==> src/rtl/shared_modn_counter_arb_if.sv <==
// Bus bundle for the shared mod-N counter arbiter: request/modulus/enable
// from the requesters, grant/count/status back from the counter.
interface shared_modn_counter_arb_if #(
  parameter int WIDTH = 4
);
  logic [1:0]       req;
  logic [WIDTH-1:0] mod0;
  logic [WIDTH-1:0] mod1;
  logic             en;
  logic [1:0]       gnt;
  logic             busy;
  logic [WIDTH-1:0] q;
  logic [1:0]       done;
  logic             err;

  modport master (
    output req, mod0, mod1, en,
    input  gnt, busy, q, done, err
  );

  modport slave (
    input  req, mod0, mod1, en,
    output gnt, busy, q, done, err
  );
endinterface

==> src/rtl/shared_modn_counter_arb.sv <==
// One mod-N counter shared by two requesters under round-robin arbitration;
// each grant runs exactly M enabled ticks, then the FSM drops back to IDLE.
//
//   state  | meaning
//   IDLE   | no run; arbitrate pending requests, reject modulus 1
//   RUN    | counting for the latched winner until terminal count or abort
module shared_modn_counter_arb #(
  parameter int WIDTH = 4
) (
  input logic                      clk,
  input logic                      rst,
  shared_modn_counter_arb_if.slave bus
);

  localparam logic [WIDTH-1:0] L_ZERO = '0;
  localparam logic [WIDTH-1:0] L_ONE  = {{(WIDTH-1){1'b0}}, 1'b1};

  typedef enum logic {S_IDLE = 1'b0, S_RUN = 1'b1} state_t;

  state_t           r_state;
  state_t           w_state_nxt;
  logic             r_win;
  logic             r_rr;
  logic [WIDTH-1:0] r_q;
  logic [WIDTH-1:0] r_mlat;
  logic [1:0]       r_done;
  logic             r_err;

  logic             w_sel_win;
  logic [WIDTH-1:0] w_sel_mod;
  logic             w_sel_bad;
  logic             w_any_req;
  logic [WIDTH-1:0] w_last;
  logic             w_abort;
  logic             w_term;
  logic [1:0]       w_gnt;
  logic             w_busy;

  // M_lat of 0 means 2^WIDTH; the wrapping subtraction makes w_last all ones.
  always_comb begin
    w_any_req = (bus.req != 2'b00);
    w_sel_win = r_rr;
    if (bus.req == 2'b01)      w_sel_win = 1'b0;
    else if (bus.req == 2'b10) w_sel_win = 1'b1;
    w_sel_mod = w_sel_win ? bus.mod1 : bus.mod0;
    w_sel_bad = (w_sel_mod == L_ONE);
    w_last    = r_mlat - L_ONE;
    w_abort   = !bus.req[r_win];
    w_term    = bus.en && (r_q == w_last);
  end

  always_ff @(posedge clk) begin
    if (!rst) r_state <= S_IDLE;
    else      r_state <= w_state_nxt;
  end

  always_comb begin
    w_state_nxt = r_state;
    case (r_state)
      S_IDLE:  if (w_any_req && !w_sel_bad) w_state_nxt = S_RUN;
      S_RUN:   if (w_abort || w_term)       w_state_nxt = S_IDLE;
      default: w_state_nxt = S_IDLE;
    endcase
  end

  always_ff @(posedge clk) begin
    if (!rst) begin
      r_win  <= 1'b0;
      r_rr   <= 1'b0;
      r_q    <= L_ZERO;
      r_mlat <= L_ZERO;
      r_done <= 2'b00;
      r_err  <= 1'b0;
    end else begin
      r_done <= 2'b00;
      r_err  <= 1'b0;
      case (r_state)
        S_IDLE: begin
          r_q <= L_ZERO;
          if (w_any_req) begin
            r_mlat <= w_sel_mod;
            if (w_sel_bad) begin
              r_err <= 1'b1;
              r_rr  <= ~w_sel_win;
            end else begin
              r_win <= w_sel_win;
            end
          end
        end
        S_RUN: begin
          // Abort outranks a coincident terminal count.
          if (w_abort) begin
            r_q  <= L_ZERO;
            r_rr <= ~r_win;
          end else if (w_term) begin
            r_q    <= L_ZERO;
            r_done <= r_win ? 2'b10 : 2'b01;
            r_rr   <= ~r_win;
          end else if (bus.en) begin
            r_q <= r_q + L_ONE;
          end
        end
        default: r_q <= L_ZERO;
      endcase
    end
  end

  always_comb begin
    w_busy = (r_state == S_RUN);
    w_gnt  = 2'b00;
    if (w_busy) w_gnt = r_win ? 2'b10 : 2'b01;
  end

  assign bus.gnt  = w_gnt;
  assign bus.busy = w_busy;
  assign bus.q    = r_q;
  assign bus.done = r_done;
  assign bus.err  = r_err;

endmodule

==> src/flat_wrapper.sv <==
// flat-port wrapper written by rule: the top's interface ports become plain ports
module shared_modn_counter_arb_flat 
#(
  parameter int WIDTH = 4
)
  (clk, rst, bus_req, bus_mod0, bus_mod1, bus_en, bus_gnt, bus_busy, bus_q, bus_done, bus_err);
  shared_modn_counter_arb_if #(.WIDTH(WIDTH)) bus_i ();
  input logic clk;
  input logic rst;
  input wire logic [$bits(bus_i.req)-1:0] bus_req;
  input wire logic [$bits(bus_i.mod0)-1:0] bus_mod0;
  input wire logic [$bits(bus_i.mod1)-1:0] bus_mod1;
  input wire logic [$bits(bus_i.en)-1:0] bus_en;
  output wire logic [$bits(bus_i.gnt)-1:0] bus_gnt;
  output wire logic [$bits(bus_i.busy)-1:0] bus_busy;
  output wire logic [$bits(bus_i.q)-1:0] bus_q;
  output wire logic [$bits(bus_i.done)-1:0] bus_done;
  output wire logic [$bits(bus_i.err)-1:0] bus_err;
  assign bus_i.req = bus_req;
  assign bus_i.mod0 = bus_mod0;
  assign bus_i.mod1 = bus_mod1;
  assign bus_i.en = bus_en;
  assign bus_gnt = bus_i.gnt;
  assign bus_busy = bus_i.busy;
  assign bus_q = bus_i.q;
  assign bus_done = bus_i.done;
  assign bus_err = bus_i.err;
  shared_modn_counter_arb #(.WIDTH(WIDTH)) u_core (.clk(clk), .rst(rst), .bus(bus_i));
endmodule
==> config.mk <==
export PLATFORM = sky130hd
export DESIGN_NAME = shared_modn_counter_arb_flat
export DESIGN_NICKNAME = d
export VERILOG_FILES = /design/src/rtl/shared_modn_counter_arb_if.sv /design/src/rtl/shared_modn_counter_arb.sv /design/src/flat_wrapper.sv
export SDC_FILE = /design/constraint.sdc
export NUM_CORES = 1
export LEC_CHECK = 0
export BUFFER_PORTS_ARGS = -buffer_cell sky130_fd_sc_hd__buf_2
export CAP_MARGIN = 20
export CORE_MARGIN = 10
export CORE_UTILIZATION = 50
export CTS_CLUSTER_SIZE = 25
export DETAILED_ROUTE_END_ITERATION = 8
export PLACE_DENSITY = 0.82
export SLEW_MARGIN = 5
export SYNTH_ARGS = -nofsm -noshare
export SYNTH_HDL_FRONTEND = slang
export SYNTH_SLANG_ARGS = --single-unit
==> constraint.sdc <==
create_clock -name clk -period 2.5 [get_ports clk]
set_input_delay 0.5 -clock clk [delete_from_list [all_inputs] [get_ports clk]]
set_output_delay 0.5 -clock clk [all_outputs]
set_load 0.02 [all_outputs]
# Yosys cells after proc, flatten, opt, wreduce, memory -nomap -nowiden
# Cells that the tools add are included.
# totals
ff_bits	14
input_bits	13
output_inout_bits	10
word_cells	55
# op_classes
add_sub_neg	2
magnitude_cmp	1
n_eq_ne	8
n_mux	20
n_bitwise	6
reduce_logical	11
# op_table
cell	count
$mux 4	4
$mux 1	11
$pmux 4 s2	1
$not 1->1	6
$reduce_and 3->1	2
$add 4x1->4 const B	1
$eq 4x1->1 const B	1
$eq 4x4->1	1
$mux 2	2
$ne 2x1->1 const B	2
$ne 4x4->1 const B	1
$pmux 1 s2	2
$reduce_and 4->1	1
$sub 4x1->4 const B	1
$ne 3x3->1 const B	1
$reduce_or 3->1	1
$eq 2x1->1 const B	1
$eq 2x2->1 const B	1
$logic_and 1x1->1	2
$logic_not 1->1	2
$lt 1x2->1 const B	1
$reduce_and 2->1	1
$reduce_bool 2->1	1
$logic_or 1x1->1	1

# Logic depth before layout (Yosys ltp)
# Gate-level depths: netlist of the first run.
# depth
depth_word	9
depth_mapped	8
ltp_nobuf	8

# Least setup slack after synthesis of the first run
# OpenSTA, ideal clock, no wires.
# synth_timing
kind	in2reg
start	input port bus_req[0]
end	register u_core.r_win
setup_ns	0.118
t_arrival_ns	1.661
required_time_ns	2.382
slack_ns	0.721
stages	6
n_path_buf	0
cell_sequence	inv_2 > maj3_2 > mux2_4 > a41oi_1 > mux2i_1 > nor2_1
# synth_via
elab_chain_cells	7
elab_cells_between_ends	9
classes_between	eq/ne (3); mux (3); bitwise (1); reduce/logical (2)
# synth_lines
item	line	rtl
start: declaration	flat_wrapper.sv:10	input wire logic [$bits(bus_i.req)-1:0] bus_req;
$eq 2x2->1	shared_modn_counter_arb.sv:44	else if (bus.req == 2'b10) w_sel_win = 1'b1;
$mux 1	shared_modn_counter_arb.sv:44	
$mux 1	shared_modn_counter_arb.sv:43	if (bus.req == 2'b01) w_sel_win = 1'b0;
$mux 4	shared_modn_counter_arb.sv:45	w_sel_mod = w_sel_win ? bus.mod1 : bus.mod0;
$eq 4x1->1	shared_modn_counter_arb.sv:46	w_sel_bad = (w_sel_mod == L_ONE);
$not 1->1 (no line)	--	
$reduce_and 3->1 (no line)	--	
end signal: assignment	shared_modn_counter_arb.sv:86	r_win <= w_sel_win;
end: declaration	shared_modn_counter_arb.sv:22	logic r_win;
# Parallel ways exist; a longest one is shown, timed or not.
# A chain may end at the register's enable or synchronous reset.

# Worst setup path after layout of the first run
# layout_timing
start	register u_core.r_mlat[0]
end	register u_core.r_rr
# layout_via
elab_chain_cells	5
# layout_lines
item	line	rtl
start: declaration	shared_modn_counter_arb.sv:25	logic [WIDTH-1:0] r_mlat;
start signal: assignment	shared_modn_counter_arb.sv:81	r_mlat <= w_sel_mod;
$sub 4x1->4	shared_modn_counter_arb.sv:47	w_last = r_mlat - L_ONE;
$eq 4x4->1	shared_modn_counter_arb.sv:49	w_term = bus.en && (r_q == w_last);
$logic_and 1x1->1	shared_modn_counter_arb.sv:49	
$ne 3x3->1 (no line)	--	
$reduce_and 3->1 (no line)	--	
end signal: assignment	shared_modn_counter_arb.sv:84	r_rr <= ~w_sel_win;
end signal: assignment	shared_modn_counter_arb.sv:94	r_rr <= ~r_win;
end signal: assignment	shared_modn_counter_arb.sv:98	r_rr <= ~r_win;
end: declaration	shared_modn_counter_arb.sv:23	logic r_rr;
# No other way between the ends.

==> flow_metrics.tcl, run 1 <==
set metrics [dict create \
    status "complete, no violations" \
    min_path_type "reg -> reg" \
    postLayoutCoreUtil 0.651 \
    skew_ns 0.00716 \
    rsz0062_at_grt "no" \
    clockBufferDepth 2 \
    final_nets 125 \
    yosys-top-cells-area "dfxtp_1 (40%), nor2_1 (10%), mux2i_1 (8.5%), xnor2_1 (5.0%), xor2_1 (5.0%)" \
    cap_violations 0 \
    worstMarginPinSlew_ns 0.638 \
    cellPowerDensity_mw_per_mm2 583 \
    grt_usage 0.102 \
    cp.arrival_ns 2.15 \
    yosysUniqueCellTypes 24 \
    final_common_cell "buf_2" \
    min_period_ns 1.93 \
    synth_top_area_cell "dfxtp_1" \
    slew_headroom 0.572 \
    drc_errors 0 \
    grt.met2_usage 0.169 \
    yosysWarnings 0 \
    n_antenna_cell 0 \
    drive_above_1_share 0.269 \
    final_cell_mix "buf_2 (22), nor2_1 (19), dfxtp_1 (14), mux2i_1 (6)" \
    hold_viol_final 0 \
    cts_root_buf "clkbuf_4" \
    use_met3 0.0288 \
    wl_per_cell_um 13.8 \
    portBuffers 22 \
    synthCells 83 \
    yosys.area_share.simple 0.193 \
    met1_usage 0.111 \
    synth_top_family_by_area "simple AND/OR/NAND/NOR gates" \
    irDropWorstVdd_mv 0.367 \
    cp.required_ns 2.72 \
    setup_viol 0 \
    grt-ovfl-total 0 \
    cts_tree "yes" \
    cts_buffers 3 \
    core_area_mm2 0.00132 \
    cts.sinks 14 \
    fin_crit_sh 0.772 \
    cts_resized 0 \
    postCtsSetupBuffers 0 \
    netlist.area_leader.share 0.397 \
    ant_nets 0 \
    area_growth_pct 21.5 \
    holdWs_ns 0.485 \
    first_pass_iters 4 \
    fmax_mhz 518 \
    synth_mux_area_frac 0.106 \
    synth_xor_area_frac 0.0993 \
    die_h_um 57.6 \
    initial_core_util 0.536 \
    synth.avg_cell_area_um2 8.50 \
    startpoint_type "flop" \
    clk_pin_slew_ns 0.09 \
    p_leak_nw 0.394 \
    synth.net_count 98 \
    worstSetupEndpointType "flop" \
    pre_cts_ws_ns 0.489 \
    die-area_mm2 0.00331 \
    row_count 13 \
    htreeDepth 1 \
    vias_per_cell 5.31 \
    busiest_layer "met2" \
    synthAdderAreaFrac 0.0514 \
    drt-initial-drc-count 8 \
    synth_area_um2 706 \
    grt_start_max_net_pins 11 \
    path_max_fanout 5 \
    wl_mm 1.70 \
    gp_congestion 0.837 \
    grt_pass1_wl_mm 2.77 \
    placed_area_um2 835 \
    dp_hpwl_mm 1.37 \
    maxSlewViolCount 0 \
    antenna_found_initial 0 \
    synth.yosys.seq_area_share 0.397 \
    vias 653 \
    grt_pass1_vias 660 \
    crit_type "reg -> reg" \
    clock_latency_ns 0.28 \
    synth_compound_area_frac 0.115 \
    die_x_um 57.6 \
    io_pins 23 \
    setup_ws_ns 0.571 \
    timing.setup.tns_ns 0 \
    cts_hold_buffers 0 \
    stdcell_area_um2 857 \
    ys_ff_latch 14 \
]
-- synthesized netlist by cell type (all sizes together) --
| library cell | n |
|---|---|
| nor2 | 19 |
| a211o | 1 |
| clkinv | 1 |
| xor2 | 4 |
| mux2i | 6 |
| nand2 | 4 |
| a211oi | 1 |
| nand4 | 2 |
| mux2 | 1 |
| a21oi | 3 |
| a41oi | 1 |
| xnor2 | 4 |
| a31oi | 2 |
| nor3b | 1 |
| o2111ai | 1 |
| inv | 6 |
| o21ai | 3 |
| nand3 | 1 |
| dfxtp | 14 |
| maj3 | 1 |
| nor3 | 5 |
| ha | 2 |
-- layout make-up --
cell class / instances / area (um^2)
fillers: 112 / 460
multi-input cells: 62 / 399
flip-flops and latches: 14 / 280
repair buffers: 22 / 110
inverters: 7 / 26.3
clock buffers: 3 / 22.5
well taps: 15 / 18.8
-- cell families after synthesis --
kind of cell / count (synthesis)
fa+ha+maj: 3
simple gates: 32
xor+xnor: 8
mux: 7
compound gates: 12
flops: 14
buf+inv: 7
-- layer usage --
metal / wire (um) / vias to the layer above / share of wire
met5: 0 / - / 0
met4: 64 / 0 / 0.038
li1: - / 337 / -
met3: 86 / 7 / 0.051
met2: 763 / 18 / 0.45
met1: 783 / 291 / 0.46
-- through the flow --
| step | total power [mW] | std cells |
|---|---|---|
| after floorplan | 0.341 | 83 |
| after global placement | 0.371 | 120 |
| after detailed placement | 0.375 | 120 |
| after CTS | 0.501 | 123 |
| after global routing | 0.523 | 123 |
| final | 0.499 | 123 |
-- sequential cells by signal (all words and copies together), names as in the netlist --
signal,cells
u_core.bus.busy,1
u_core.bus.done,2
u_core.bus.err,1
u_core.bus.q,4
u_core.r_mlat,4
u_core.r_rr,1
u_core.r_win,1
-- power breakdown --
part	switching, mW	internal [mW]	leakage, nW
combinational	0.0677	0.0537	0.266
sequential	0.0130	0.236	0.114
clock	0.0731	0.0560	0.0138
total	0.154	0.346	0.394
-- critical path, stage by stage, from the launching register on --
cell and delay [ns]:
dfxtp_1 0.40, inv_1 0.07, ha_1 0.30, xor2_1 0.13
nand3_1 0.08, nor3_1 0.26, nor2_1 0.18, a211oi_2 0.24
mux2i_1 0.20
-- final timing paths --
check                                                   start                        to  slack (ns)  depth (start not counted)
worst min-delay path                 u_core.r_rr$_SDFFE_PN0P_  u_core.r_rr$_SDFFE_PN0P_        0.48                          2
worst max register to register  u_core.r_mlat[0]$_SDFFE_PN0P_  u_core.r_rr$_SDFFE_PN0P_        0.57                          8
worst max-delay path            u_core.r_mlat[0]$_SDFFE_PN0P_  u_core.r_rr$_SDFFE_PN0P_        0.57                          8
worst min register to register       u_core.r_rr$_SDFFE_PN0P_  u_core.r_rr$_SDFFE_PN0P_        0.48                          2
Note: power is estimated with default switching activity, not from simulation.
==> inputs of run 2 (changes only) <==
--- a/config.mk
+++ b/config.mk
@@ -8,10 +8,10 @@
 export BUFFER_PORTS_ARGS = -buffer_cell sky130_fd_sc_hd__buf_2
 export CAP_MARGIN = 20
 export CORE_MARGIN = 10
-export CORE_UTILIZATION = 50
+export CORE_UTILIZATION = 47
 export CTS_CLUSTER_SIZE = 25
 export DETAILED_ROUTE_END_ITERATION = 8
-export PLACE_DENSITY = 0.82
+export PLACE_DENSITY = 0.78
 export SLEW_MARGIN = 5
 export SYNTH_ARGS = -nofsm -noshare
 export SYNTH_HDL_FRONTEND = slang
==> constraint.sdc (replaced) <==
create_clock -name clk -period 1.8 [get_ports clk]
set_input_delay 0.36 -clock clk [delete_from_list [all_inputs] [get_ports clk]]
set_output_delay 0.36 -clock clk [all_outputs]
set_load 0.02 [all_outputs]
==> run 2 against run 1 <==
  * Count of clock-buffer cells in the layout stayed put
  * First-iteration DRC count rose by 100%
  * Critical endpoint is now u_core.bus.q[0]$_SDFFE_PN0P_
  * Setup slack lost 0.47 ns
  * Critical path type unchanged
  * Largest cell class unchanged
  * Core utilization is 7.2 points higher
  * Final cell count increased by 9.8%
  * Combinational power up 82%
  * Sequential share of layout area fell by 3.9 points
==> flow_metrics.tcl, run 2 (synthesized netlist as in run 1, its figures left out) <==
set metrics [dict create \
    maxSlewViolCount 0 \
    cts_buffers 3 \
    cts_hold_buffers 0 \
    drt-initial-drc-count 16 \
    setup_viol 0 \
    grt-ovfl-total 0 \
    cts.sinks 14 \
    grt_usage 0.113 \
    routed.top_layer "met4" \
    clock_latency_ns 0.28 \
    p_leak_nw 0.456 \
    min_path_type "in -> reg" \
    critical-path-max-stage-delay_ns 0.35 \
    fmax_mhz 588 \
    holdWs_ns 0.385 \
    path_max_fanout 3 \
    grt_pass1_vias 680 \
    vias 685 \
    timing.setup.tns_ns 0 \
    die-area_mm2 0.00345 \
    postCtsSetupBuffers 0 \
    core_area_mm2 0.00135 \
    rsz0062_at_grt "no" \
    critical-path-top-delay-family "simple AND/OR/NAND/NOR gates" \
    seqPwrFrac 0.466 \
    p_sw_uw 225 \
    cts_tree "yes" \
    drive_above_1_share 0.392 \
    clockBufferDepth 2 \
    io_pins 23 \
    met1Wirelength_um 871 \
    row_count 13 \
    worstSetupEndpointType "flop" \
    startpoint_type "flop" \
    fin_crit_sh 0.945 \
    slew_headroom 0.798 \
    met2_length_um 851 \
    power_uw 740 \
    final_cell_mix "buf_2 (22), nor2_1 (18), dfxtp_1 (13), buf_4 (12), inv_1 (5)" \
    setup_ws_ns 0.0996 \
    stdcell_area_um2 976 \
    skew_ns 0.00633 \
    cp.required_ns 1.96 \
    wl_mm 1.87 \
    first_pass_iters 4 \
    final_nets 137 \
    postLayoutCoreUtil 0.723 \
    min_period_ns 1.70 \
    status "complete, no violations" \
    area_growth_pct 38.3 \
    p_int_uw 515 \
    pre_cts_ws_ns -0.0402 \
    dp.cells 132 \
    antenna_found_initial 0 \
    n_antenna_cell 0 \
    htreeDepth 1 \
    dp_hpwl_mm 1.44 \
    gp_congestion 0.784 \
    cts_root_buf "clkbuf_4" \
    final_cells 135 \
    cap_violations 0 \
    worstMarginPinSlew_ns 0.301 \
    cellPowerDensity_mw_per_mm2 758 \
    grt_pass1_wl_mm 3.04 \
    pwr-share-clk 0.236 \
    combPwrFrac 0.298 \
    hold_viol_final 0 \
    cp.arrival_ns 1.86 \
    crit_buf_inv 2 \
    drc_errors 0 \
    worst_path_max_delay_cell "dfxtp_2" \
    wl_met3_um 96 \
    switching_share 0.304 \
    initial_core_util 0.523 \
    portBuffers 22 \
    placed_area_um2 925 \
    final_common_cell "buf_2" \
    irDropWorstVdd_mv 0.609 \
    ant_nets 0 \
    grt_start_max_net_pins 11 \
    clk_pin_slew_ns 0.08 \
    path_cells "inv_1 > ha_4 > xor2_1 > nand3_1 > nor3_2 > nor2_2 > buf_4 > a31oi_1 > nor2_1" \
    wl_per_cell_um 13.8 \
    vias_per_cell 5.07 \
    die_x_um 58.8 \
    die_h_um 58.8 \
    crit_type "reg -> reg" \
]
==> run 2: routing by layer <==
metal | vias up | track usage
li1 | 363 | -
met2 | 19 | 0.180
met3 | 4 | 0.0365
met5 | - | 0
met1 | 299 | 0.124
met4 | 0 | 0.0787
==> run 2: final cells by class <==
| class | count | area [um^2] |
|---|---|---|
| fill | 113 | 374 |
| multi-input combinational | 62 | 427 |
| inverter | 7 | 26.3 |
| clock buffer | 3 | 22.5 |
| sequential | 14 | 282 |
| tap | 15 | 18.8 |
| timing repair buffer | 34 | 200 |
==> run 2: what timing repair did <==
| action | 4_1_cts | 5_1_grt |
|---|---|---|
| endpoints found under the hold margin | 0 | 0 |
| setup endpoints to repair | 0 | 6 |
| gates resized for setup | 0 | 6 |
==> run 2: worst paths after layout <==
| kind | startpoint | endpoint | slack, ns | cells past startpoint |
|---|---|---|---|---|
| setup reg to reg | u_core.r_mlat[1]$_SDFFE_PN0P_ | u_core.bus.q[0]$_SDFFE_PN0P_ | 0.1 | 9 |
| hold / removal | rst | u_core.r_rr$_SDFFE_PN0P_ | 0.39 | 3 |
| hold reg to reg | u_core.r_win$_SDFFE_PN0P_ | u_core.bus.done[0]$_SDFF_PN0_ | 0.49 | 1 |
| setup / recovery | u_core.r_mlat[1]$_SDFFE_PN0P_ | u_core.bus.q[0]$_SDFFE_PN0P_ | 0.1 | 9 |
==> run 2: worst reg2reg max path: cells and delay by family (launching register included) <==
kind	cells	cell delay, ns
simple gates	4	0.49
buf+inv	2	0.22
fa+ha+maj	1	0.27
compound gates	1	0.12
xor+xnor	1	0.14
flops	1	0.35
==> run 2: power groups by stage <==
stage | Clock (mW) | Sequential, mW | Combinational, mW
after floorplan | 0 | 0.353 | 0.120
after global placement | 0 | 0.350 | 0.197
after detailed placement | 0 | 0.352 | 0.203
after CTS | 0.177 | 0.345 | 0.204
after global routing | 0.191 | 0.348 | 0.242
final | 0.175 | 0.345 | 0.220
